File: src/rtl/mem_access_ctrl.sv
// Data-memory access controller between EX/MEM and a single-port memory.
// Handles lane alignment, load extension, misalignment trapping and request timeout.
module mem_access_ctrl (
  input  logic        Clk,
  input  logic        Rst_n,
  input  logic        MemReadIn,
  input  logic        MemWriteIn,
  input  logic [1:0]  bytes2LoadIn,
  input  logic [1:0]  bytes2StoreIn,
  input  logic        LoadUnsignedIn,
  input  logic [31:0] ALUResultIn,
  input  logic [31:0] MemWriteDataIn,
  output logic        MemReq,
  output logic        MemWe,
  output logic [31:0] MemAddr,
  output logic [3:0]  MemByteEn,
  output logic [31:0] MemWData,
  input  logic        MemAck,
  input  logic [31:0] MemRData,
  output logic        StallOut,
  output logic [31:0] LoadDataOut,
  output logic        LoadValidOut,
  output logic        MisalignOut,
  output logic        BusErrOut
);

  localparam logic [1:0] StIdle = 2'd0;
  localparam logic [1:0] StReq  = 2'd1;
  localparam logic [1:0] StDone = 2'd2;

  logic [1:0]  stateQ, stateD;
  logic [3:0]  toCntQ;
  logic        weQ, unsQ;
  logic [1:0]  sizeQ, offQ;

  logic        access, isHalf, isByte, misaligned, timeout;
  logic [1:0]  size;
  logic [3:0]  beNew;
  logic [31:0] wdNew, laneWord, extData;

  // Request decode; a simultaneous read+write is treated as a store only.
  always_comb begin
    access     = MemReadIn | MemWriteIn;
    size       = MemWriteIn ? bytes2StoreIn : bytes2LoadIn;
    isHalf     = (size == 2'b01);
    isByte     = (size == 2'b10);
    misaligned = (isHalf & ALUResultIn[0]) |
                 (~isHalf & ~isByte & (ALUResultIn[1:0] != 2'b00));
    if (isByte) begin
      beNew = 4'b0001 << ALUResultIn[1:0];
      wdNew = {4{MemWriteDataIn[7:0]}};
    end else if (isHalf) begin
      beNew = ALUResultIn[1] ? 4'b1100 : 4'b0011;
      wdNew = {2{MemWriteDataIn[15:0]}};
    end else begin
      beNew = 4'b1111;
      wdNew = MemWriteDataIn;
    end
  end

  // Right-justify the addressed lane(s) and extend.
  always_comb begin
    laneWord = MemRData >> {offQ, 3'b000};
    if (sizeQ == 2'b10) begin
      extData = {{24{~unsQ & laneWord[7]}}, laneWord[7:0]};
    end else if (sizeQ == 2'b01) begin
      extData = {{16{~unsQ & laneWord[15]}}, laneWord[15:0]};
    end else begin
      extData = laneWord;
    end
  end

  assign timeout = ~MemAck & (toCntQ == 4'hF);

  always_comb begin
    stateD = stateQ;
    case (stateQ)
      StIdle:  if (access) stateD = misaligned ? StDone : StReq;
      StReq:   if (MemAck || timeout) stateD = StDone;
      StDone:  stateD = StIdle;
      default: stateD = StIdle;
    endcase
  end

  assign MemReq   = (stateQ == StReq);
  assign MemWe    = MemReq & weQ;
  assign StallOut = Rst_n & (((stateQ == StIdle) & access) | MemReq);

  always_ff @(posedge Clk or negedge Rst_n) begin
    if (!Rst_n) begin
      stateQ       <= StIdle;
      toCntQ       <= 4'd0;
      weQ          <= 1'b0;
      unsQ         <= 1'b0;
      sizeQ        <= 2'b00;
      offQ         <= 2'b00;
      MemAddr      <= 32'd0;
      MemByteEn    <= 4'd0;
      MemWData     <= 32'd0;
      LoadDataOut  <= 32'd0;
      LoadValidOut <= 1'b0;
      MisalignOut  <= 1'b0;
      BusErrOut    <= 1'b0;
    end else begin
      stateQ       <= stateD;
      LoadValidOut <= 1'b0;
      MisalignOut  <= 1'b0;
      BusErrOut    <= 1'b0;
      case (stateQ)
        StIdle: begin
          if (access) begin
            if (misaligned) begin
              MisalignOut <= 1'b1;
            end else begin
              weQ       <= MemWriteIn;
              unsQ      <= LoadUnsignedIn;
              sizeQ     <= size;
              offQ      <= ALUResultIn[1:0];
              MemAddr   <= {ALUResultIn[31:2], 2'b00};
              MemByteEn <= beNew;
              MemWData  <= wdNew;
              toCntQ    <= 4'd0;
            end
          end
        end
        StReq: begin
          if (MemAck) begin
            if (!weQ) begin
              LoadDataOut  <= extData;
              LoadValidOut <= 1'b1;
            end
          end else if (timeout) begin
            BusErrOut   <= 1'b1;
            LoadDataOut <= 32'd0;
          end else begin
            toCntQ <= toCntQ + 4'd1;
          end
        end
        default: ;
      endcase
    end
  end

endmodule

File: config.mk
export PLATFORM = sky130hd
export DESIGN_NAME = mem_access_ctrl
export DESIGN_NICKNAME = d
export VERILOG_FILES = /design/src/rtl/mem_access_ctrl.sv
export SDC_FILE = /design/constraint.sdc
export NUM_CORES = 1
export LEC_CHECK = 0
export CAP_MARGIN = 20
export CORE_MARGIN = 2
export CORE_UTILIZATION = 47
export CTS_CLUSTER_SIZE = 10
export DETAILED_ROUTE_END_ITERATION = 7
export PLACE_DENSITY = 0.9
export SLEW_MARGIN = 20
export SYNTH_ARGS = -nofsm -noshare
export SYNTH_HDL_FRONTEND = slang
export SYNTH_SLANG_ARGS = --single-unit
File: constraint.sdc
create_clock -name Clk -period 3.2 [get_ports Clk]
set_input_delay 0.8 -clock Clk [delete_from_list [all_inputs] [get_ports Clk]]
set_output_delay 0.8 -clock Clk [all_outputs]
set_load 0.02 [all_outputs]
Word level (Yosys, flattened, before mapping). Cells that the tools add are included.

Register bits after elaboration: 113. Input bits: 106. Output and inout bits: 106. Logic and storage cells: 83.

Add/subtract/negate cells: 1. Equal/unequal tests: 12. Shift-type cells: 2. Muxes and demuxes: 29. Bitwise operators: 17. Reductions and logical operators: 9.

Operators with widths (number): 2-to-1 mux 32 bit (7); right shift 32 x 5 -> 32 bit (1); 2-to-1 mux 4 bit (7); inequality test 2 bit (second input constant) (5); bitwise AND 1 bit (9); 2-to-1 mux 1 bit (9); 2-to-1 mux 2 bit (4); case mux 4 bit (2 select lines) (1); == test 2 x 1 -> 1 bit (second input constant) (3); AND reduction 3 bit (2); nonzero test 2 bit (3); inverter 1 bit (5); AND reduction 5 bit (1); adder 4 x 1 -> 4 bit (second input constant) (1); == test 2 bit (second input constant) (2); == test 4 bit (second input constant) (1); case mux 2 bit (2 select lines) (1); left shift 1 x 2 -> 4 bit (first input constant) (1); bitwise OR 1 bit (3); zero test 2 bit (1); inequality test 2 x 1 -> 1 bit (second input constant) (1); AND reduction 2 bit (1); logical OR 1 bit (1).

Longest topological paths before layout. Gate-level depths: netlist (run 1).

Word-level depth: 9. Gate-level depth with buffers: 10. Mapped depth without buffers: 7.

Worst setup path after synthesis (run 1). No wires, ideal clock.

Kind: input port to flip-flop. From: in MemWriteIn. To: reg MemAddr[30]. Setup time: 0.128 ns. Arrival time: 2.392 ns. Required time: 3.072 ns. Slack: 0.681 ns. Cell stages on the path: 9. Path buffers: 3. Cells stage by stage: mux2i_1 -> inv_1 -> ha_1 -> buf_4 -> o21ai_2 -> nand4_2 -> buf_4 -> buf_6 -> mux2_1.

Longest elaborated chain between the ends: 8. Elaborated cells between the ends (all ways): 12. Those cells by class: eq/ne: 2; mux: 1; bitwise: 8; reduce/logical: 1.

Ends and longest elaborated chain: start, declared (RTL line 7) `input logic MemWriteIn,`; 2-to-1 mux 2 bit * (RTL line 44) `size = MemWriteIn ? bytes2StoreIn : bytes2LoadIn;`; net size[0] (RTL line 37) `logic [1:0] size;`; == test 2 x 1 -> 1 bit or == test 2 bit (tied branches) (RTL line 45, 46); inverter 1 bit (RTL line 48) `(~isHalf & ~isByte & (ALUResultIn[1:0] != 2'b00));`; bitwise AND 1 bit (2 in series) (RTL line 48); bitwise OR 1 bit * (RTL line 47) `misaligned = (isHalf & ALUResultIn[0]) |`; inverter 1 bit (no source line) *; AND reduction 3 bit (no source line) *; end signal, assigned (RTL line 119) `MemAddr <= {ALUResultIn[31:2], 2'b00};`; end, declared (RTL line 15) `output logic [31:0] MemAddr,`.

The timed path passes the listed nets; every way through them passes the cells marked *. A chain may end at the register's enable or synchronous reset.

Final worst setup path (run 1).
From: in MemWriteIn. To: out StallOut.

Longest elaborated chain between the ends: 4.

Ends and longest elaborated chain: bitwise OR 1 bit (RTL line 43) `access = MemReadIn | MemWriteIn;`; bitwise AND 1 bit (RTL line 87) `assign StallOut = Rst_n & (((stateQ == StIdle) & access) | MemReq);`; bitwise OR 1 bit (RTL line 87); bitwise AND 1 bit (RTL line 87); end, declared (RTL line 20) `output logic StallOut,`.

No other way between the ends.

==> results of run 1 <==
[layer usage]
| layer | track usage, % | share of wire [%] | wire, um |
|---|---|---|---|
| met5 | 0 | 0 | 0 |
| met4 | 12.5 | 2.3 | 352 |
| met3 | 8.95 | 9.9 | 1490 |
| met2 | 44.0 | 50 | 7510 |
| met1 | 27.9 | 38 | 5640 |
[synth_stat cells (4+ instances only)]
cell / number
a21oi_1: 29
a22o_1: 7
a22oi_1: 17
buf_2: 15
buf_4: 4
clkbuf_1: 11
dfrtp_1: 113
inv_1: 5
mux2_2: 47
mux2i_1: 42
nand2_1: 46
nand2b_1: 4
nor2_1: 21
nor2b_1: 4
o21ai_0: 46
o21ai_1: 11
o22ai_1: 7
[through the flow]
step                      utilization, %  area [um2]  worst slack [ns]  instances  hold WS (ns)
after floorplan                        -        5260             0.681        470         0.463
after global placement              68.8        7490             0.110        802         0.462
after detailed placement            68.8        7490            0.0476        802         0.469
after CTS                           74.1        8070             0.177        832         0.472
after global routing                74.1        8070             0.115        832         0.507
final                               74.1        8070             0.177        832         0.448
[area by class of cell]
type,instances,area (um2)
fillers,731,2820
repair buffers,226,2230
multi-input cells,317,2240
well taps,140,175
clock inverters,5,75.1
inverters,6,22.5
flip-flops and latches,113,2830
clock buffers,25,504
[logic make-up (layout without fill, tap and decap cells)]
group / Yosys count / count (layout) / synth area share [%]
compound gates: 126 / 126 / 14.2
xor+xnor: 1 / 1 / 0.167
fa+ha+maj: 3 / 3 / 0.714
buf+inv: 40 / 262 / 3.92
flops: 113 / 113 / 53.8
mux: 91 / 91 / 18.7
other cells: 1 / 2 / 0.0713
simple gates: 94 / 94 / 8.42
[worst reg2reg max path, stage by stage, from the launching register on]
cell and delay [ns]:
dfrtp_1 0.87, nor2b_1 0.61, o2bb2ai_1 0.26, a21boi_4 0.18, o21ai_0 0.20
[worst paths after layout]
path,slack [ns],startpoint,cells after the start,to
hold / removal,0.45,Rst_n,2,MisalignOut
setup / recovery,0.18,MemWriteIn,5,StallOut
hold reg to reg,0.48,MemWData[26],2,MemWData[26]
max in group asynchronous,1.50,Rst_n,3,LoadValidOut
setup reg to reg,0.99,offQ[1],4,LoadDataOut[21]
min in group Clk,0.48,MemWData[26],2,MemWData[26]
[power breakdown]
part | switching [W] | internal [W]
Combinational | 0.00194 | 0.00189
Sequential | 0.000447 | 0.00210
Clock | 0.000603 | 0.00122
[registers in the layout, indices dropped and copies added (netlist names)]
name / count
stateQ: 2
unsQ: 1
offQ: 2
MemAddr: 30
BusErrOut: 1
toCntQ: 4
LoadDataOut: 32
sizeQ: 2
weQ: 1
MemByteEn: 4
MisalignOut: 1
LoadValidOut: 1
MemWData: 32
==> impl_metrics.toml, run 1 <==
[route]
remaining_drc_errors = 0
vias_per_cell = 5.45
num_vias = 4537
drt_iter0_markers = 313
wl_um = 15000
drtPass1Iterations = 5
ant_nets = 0
wire_per_inst_um = 18.0

[power_and_ir_drop]
p_total_w = 0.00819
vdd_drop_max_mv = 0.606
p_leak_nw = 3.49
power.density_mw_per_mm2 = 1010

[synthesis]
synth_top_cell_by_area = "dfrtp_1"
yosysTopAreaCellShare_pct = 53.8
synth_area_mm2 = 0.00526
synthArstFlopShare_pct = 100
synthDistinctLibCells = 44
ys.flop_type = "dfrtp_1"
synth.area.top_cells = "dfrtp_1 54%, mux2_2 10%, mux2i_1 8.0%"
postSynthCellCount = 469
synth-edff-count = 0
yosys_register_bits = 113
syn_area_per_cell_um2 = 11.2
ys_seq_area_share_pct = 53.8
yosys_warnings = 0

[cts]
cts_root_buffer = "clkbuf_8"
htreeDepth = 4
cts_tree = "done"
post_cts_buffers = 0
cts_hold_buf = 0
cts_made_buffers = 17
cts_sinks = 113
cts_resized = 0
cts.clk_slew.worst_paths_ns = 0.05
clock_latency_ns = 0.51
cts_max_path_buffers = 2

[cells_and_area]
final_nets = 790
num_antenna_cells = 0
drive_gt1_share_pct = 14.6
final_cell_mix = "208 x clkdlybuf4s50_1, 113 x dfrtp_1, 47 x mux2_2"
area_growth_pct = 53.5
final_common_cell = "clkdlybuf4s50_1"

[global_routing]
gr-total-overflow = 0
grtUsageTotal_pct = 25.6
grt_pass1_wl_um = 23100
grt_pass1_vias = 4696
grt_start_max_net_pins = 93
antenna_found_initial = 0

[job]
cap_violations = 0

[setup_path]
max_stage_delay_ns = 0.63
path_common_cell = "clkdlybuf4s50_1"
cpLargestDelayFamily = "buffers and inverters"
path_max_fanout = 2
cp_data_arrival_time_ns = 2.22
worst_setup_path_start_kind = "input pin"
cp.required_ns = 2.40
crit_path_top_delay_cell = "clkdlybuf4s50_1"
worstPathCellList = "clkdlybuf4s50_1 -> or2_2 -> nor2_1 -> nor3b_1 -> clkdlybuf4s50_1"
end_kind = "output pin"
criticalPathCategory = "in -> out"
crit_buf_inv = 2

[placement]
dp_hpwl_um = 11100
globalplace.congestion = 0.827
portBuffers = 209

[floorplanning]
ios = 212
die-height_um = 110
std_cell_rows = 38
die_area_mm2 = 0.0121
coreArea_mm2 = 0.0109
die_w_um = 110
start_util_pct = 48.3

[hold_path]
hp-class = "in -> async"

[run_status]
outcome = "finished, final reports clean"

[sta]
fmax_ghz = 0.331
finClkSkew_ns = 0.0104
slew_headroom_pct = 44.8
rsz0062_at_grt = "false"
period_share_pct = 94.5
worst_pin_slew_ns = 0.827
fin_crit_ns = 3.02
drv_slew = 0
finalSetupViolCount = 0
finalHoldViolCount = 0
tns_ns = 0
Power figures use the tool's default switching activity.
==> run 2: changes to the inputs <==
--- a/config.mk
+++ b/config.mk
@@ -11,7 +11,7 @@
 export CTS_CLUSTER_SIZE = 10
 export DETAILED_ROUTE_END_ITERATION = 7
 export PLACE_DENSITY = 0.9
-export SLEW_MARGIN = 20
+export SLEW_MARGIN = 10
 export SYNTH_ARGS = -nofsm -noshare
 export SYNTH_HDL_FRONTEND = slang
 export SYNTH_SLANG_ARGS = --single-unit
==> results of run 2 <==
Final layout, timing and power as in run 1 (identical DEF).
==> run 3: changes to the inputs <==
--- a/config.mk
+++ b/config.mk
@@ -7,10 +7,11 @@
 export LEC_CHECK = 0
 export CAP_MARGIN = 20
 export CORE_MARGIN = 2
-export CORE_UTILIZATION = 47
+export CORE_UTILIZATION = 60
 export CTS_CLUSTER_SIZE = 10
 export DETAILED_ROUTE_END_ITERATION = 7
-export PLACE_DENSITY = 0.9
+export DONT_BUFFER_PORTS = 1
+export PLACE_DENSITY = 0.8
 export SLEW_MARGIN = 10
 export SYNTH_ARGS = -nofsm -noshare
 export SYNTH_HDL_FRONTEND = slang
==> impl_metrics.toml, run 3 (synthesis gave the netlist of run 1 again) <==
[floorplanning]
std_cell_rows = 34
start_util_pct = 61.2
die_w_um = 97.6
die-height_um = 97.6
coreArea_mm2 = 0.00859
die_area_mm2 = 0.00953
ios = 212

[cells_and_area]
final_common_cell = "dfrtp_1"
final_cell_mix = "113 x dfrtp_1, 47 x mux2_2, 46 x nand2_1, 46 x o21ai_0, 42 x mux2i_1"
final_nets = 575
final_area_mm2 = 0.00594
num_antenna_cells = 0
drive_gt1_share_pct = 20.5
top_regs = "LoadDataOut (32), MemWData (32), MemAddr (30)"
area_growth_pct = 12.9
nFillCells = 619

[setup_path]
end_kind = "output pin"
cp_data_arrival_time_ns = 1.63
worstPathCellList = "nand2b_1 -> clkinv_1 -> and2_1"
rrSetupSlack_ns = 0.97
path_max_fanout = 5
crit_buf_inv = 1
cp.required_ns = 2.40
cpLargestDelayFamily = "simple AND/OR/NAND/NOR gates"
r2r-end = "LoadDataOut[20]"
worst_setup_path_start_kind = "register"
worst-path-stages = 3
r2r_cells = 4
crit_path_top_delay_cell = "dfrtp_1"
criticalPathCategory = "reg -> out"
reg2reg_from = "offQ[1]"
max_stage_delay_ns = 0.41

[cts]
cts_root_buffer = "clkbuf_8"
cts.clk_slew.worst_paths_ns = 0.05
clock_latency_ns = 0.51
cts_made_buffers = 17
post_cts_buffers = 0
htreeDepth = 4
cts_max_path_buffers = 2
cts_sinks = 113
cts_resized = 0
cts_tree = "done"

[global_routing]
antenna_found_initial = 0
grt_pass1_wl_um = 19300
gr-total-overflow = 0
grtUsageTotal_pct = 25.9
grt_pass1_vias = 3712
grt_start_max_net_pins = 115

[sta]
period_share_pct = 76.0
fin_crit_ns = 2.43
fin_ws_ns = 0.768
tns_ns = 0
fmax_ghz = 0.411
drv_slew = 0
whs_ns = -0.00973
finalHoldViolCount = 46
finClkSkew_ns = 0.00984
slew_headroom_pct = 30.3
worst_pin_slew_ns = 1.04
rsz0062_at_grt = "false"
finalSetupViolCount = 0

[route]
vias_per_cell = 6.28
num_vias = 3684
wire_per_inst_um = 21.1
drtPass1Iterations = 4
ant_nets = 0
remaining_drc_errors = 0
wl_um = 12400
drt_iter0_markers = 166

[placement]
placed_area_mm2 = 0.00533
globalplace.congestion = 0.830
preCtsSetupSlack_ns = 0.407
portBuffers = 0
dp_hpwl_um = 8780

[power_and_ir_drop]
p_leak_nw = 2.67
vdd_drop_max_mv = 0.672
p_total_w = 0.00693
power.density_mw_per_mm2 = 1170

[job]
cap_violations = 0

[run_status]
outcome = "finished, violations left"
failed_checks = "negative hold slack"

[hold_path]
hp-class = "in -> async"
[run 3: changes by cell type in the layout (fill, tap and decap cells not counted), sizes merged]
cell           previous run  this run
clkinvlp                  0         2
bufinv                    2         3
inv                       5         9
buf                      18        11
clkbuf                   25        18
clkinv                    4         6
clkdlybuf4s50           208         0
[run 3: worst max-delay path by stage]
stage	from	slack, ns	end
6_report	stateQ[1]	0.77	MemWe
4_1_cts	stateQ[1]	0.77	MemWe
2_1_floorplan	MemWriteIn	0.68	MemAddr[30]
3_5_place_dp	MemWriteIn	0.41	MemWData[7]
5_1_grt	stateQ[1]	0.71	MemWe
3_3_place_gp	MemWriteIn	0.51	MemWData[2]
[run 3: metrics by stage]
stage               util, %  cells
floorplan                 -    470
global placement       62.0    555
detailed placement     62.0    555
CTS                    69.1    587
global route           69.1    587
finish                 69.1    587
[run 3: area by class of cell]
class / instances / area, um2 / share of cell area, %
timing repair buffer: 11 / 108 / 1.81
clock inverter: 14 / 180 / 3.03
clock buffer: 18 / 428 / 7.20
sequential: 113 / 2830 / 47.6
inverter: 6 / 22.5 / 0.379
tap: 108 / 135 / 2.28
multi-input combinational: 317 / 2240 / 37.7
[run 3: routing by layer]
layer	vias to the layer above	global-route usage, %	routed length (um)
met1	1796	30.3	4460
met4	0	11.0	288
met3	24	11.1	1310
li1	1668	-	-
met2	196	41.9	6350
met5	-	0	0
[run 3: where the power goes]
part	internal, W	total [W]	switching (W)
sequential	0.00209	0.00339	0.00130
clock	0.00122	0.00191	0.000691
combinational	0.000794	0.00163	0.000834
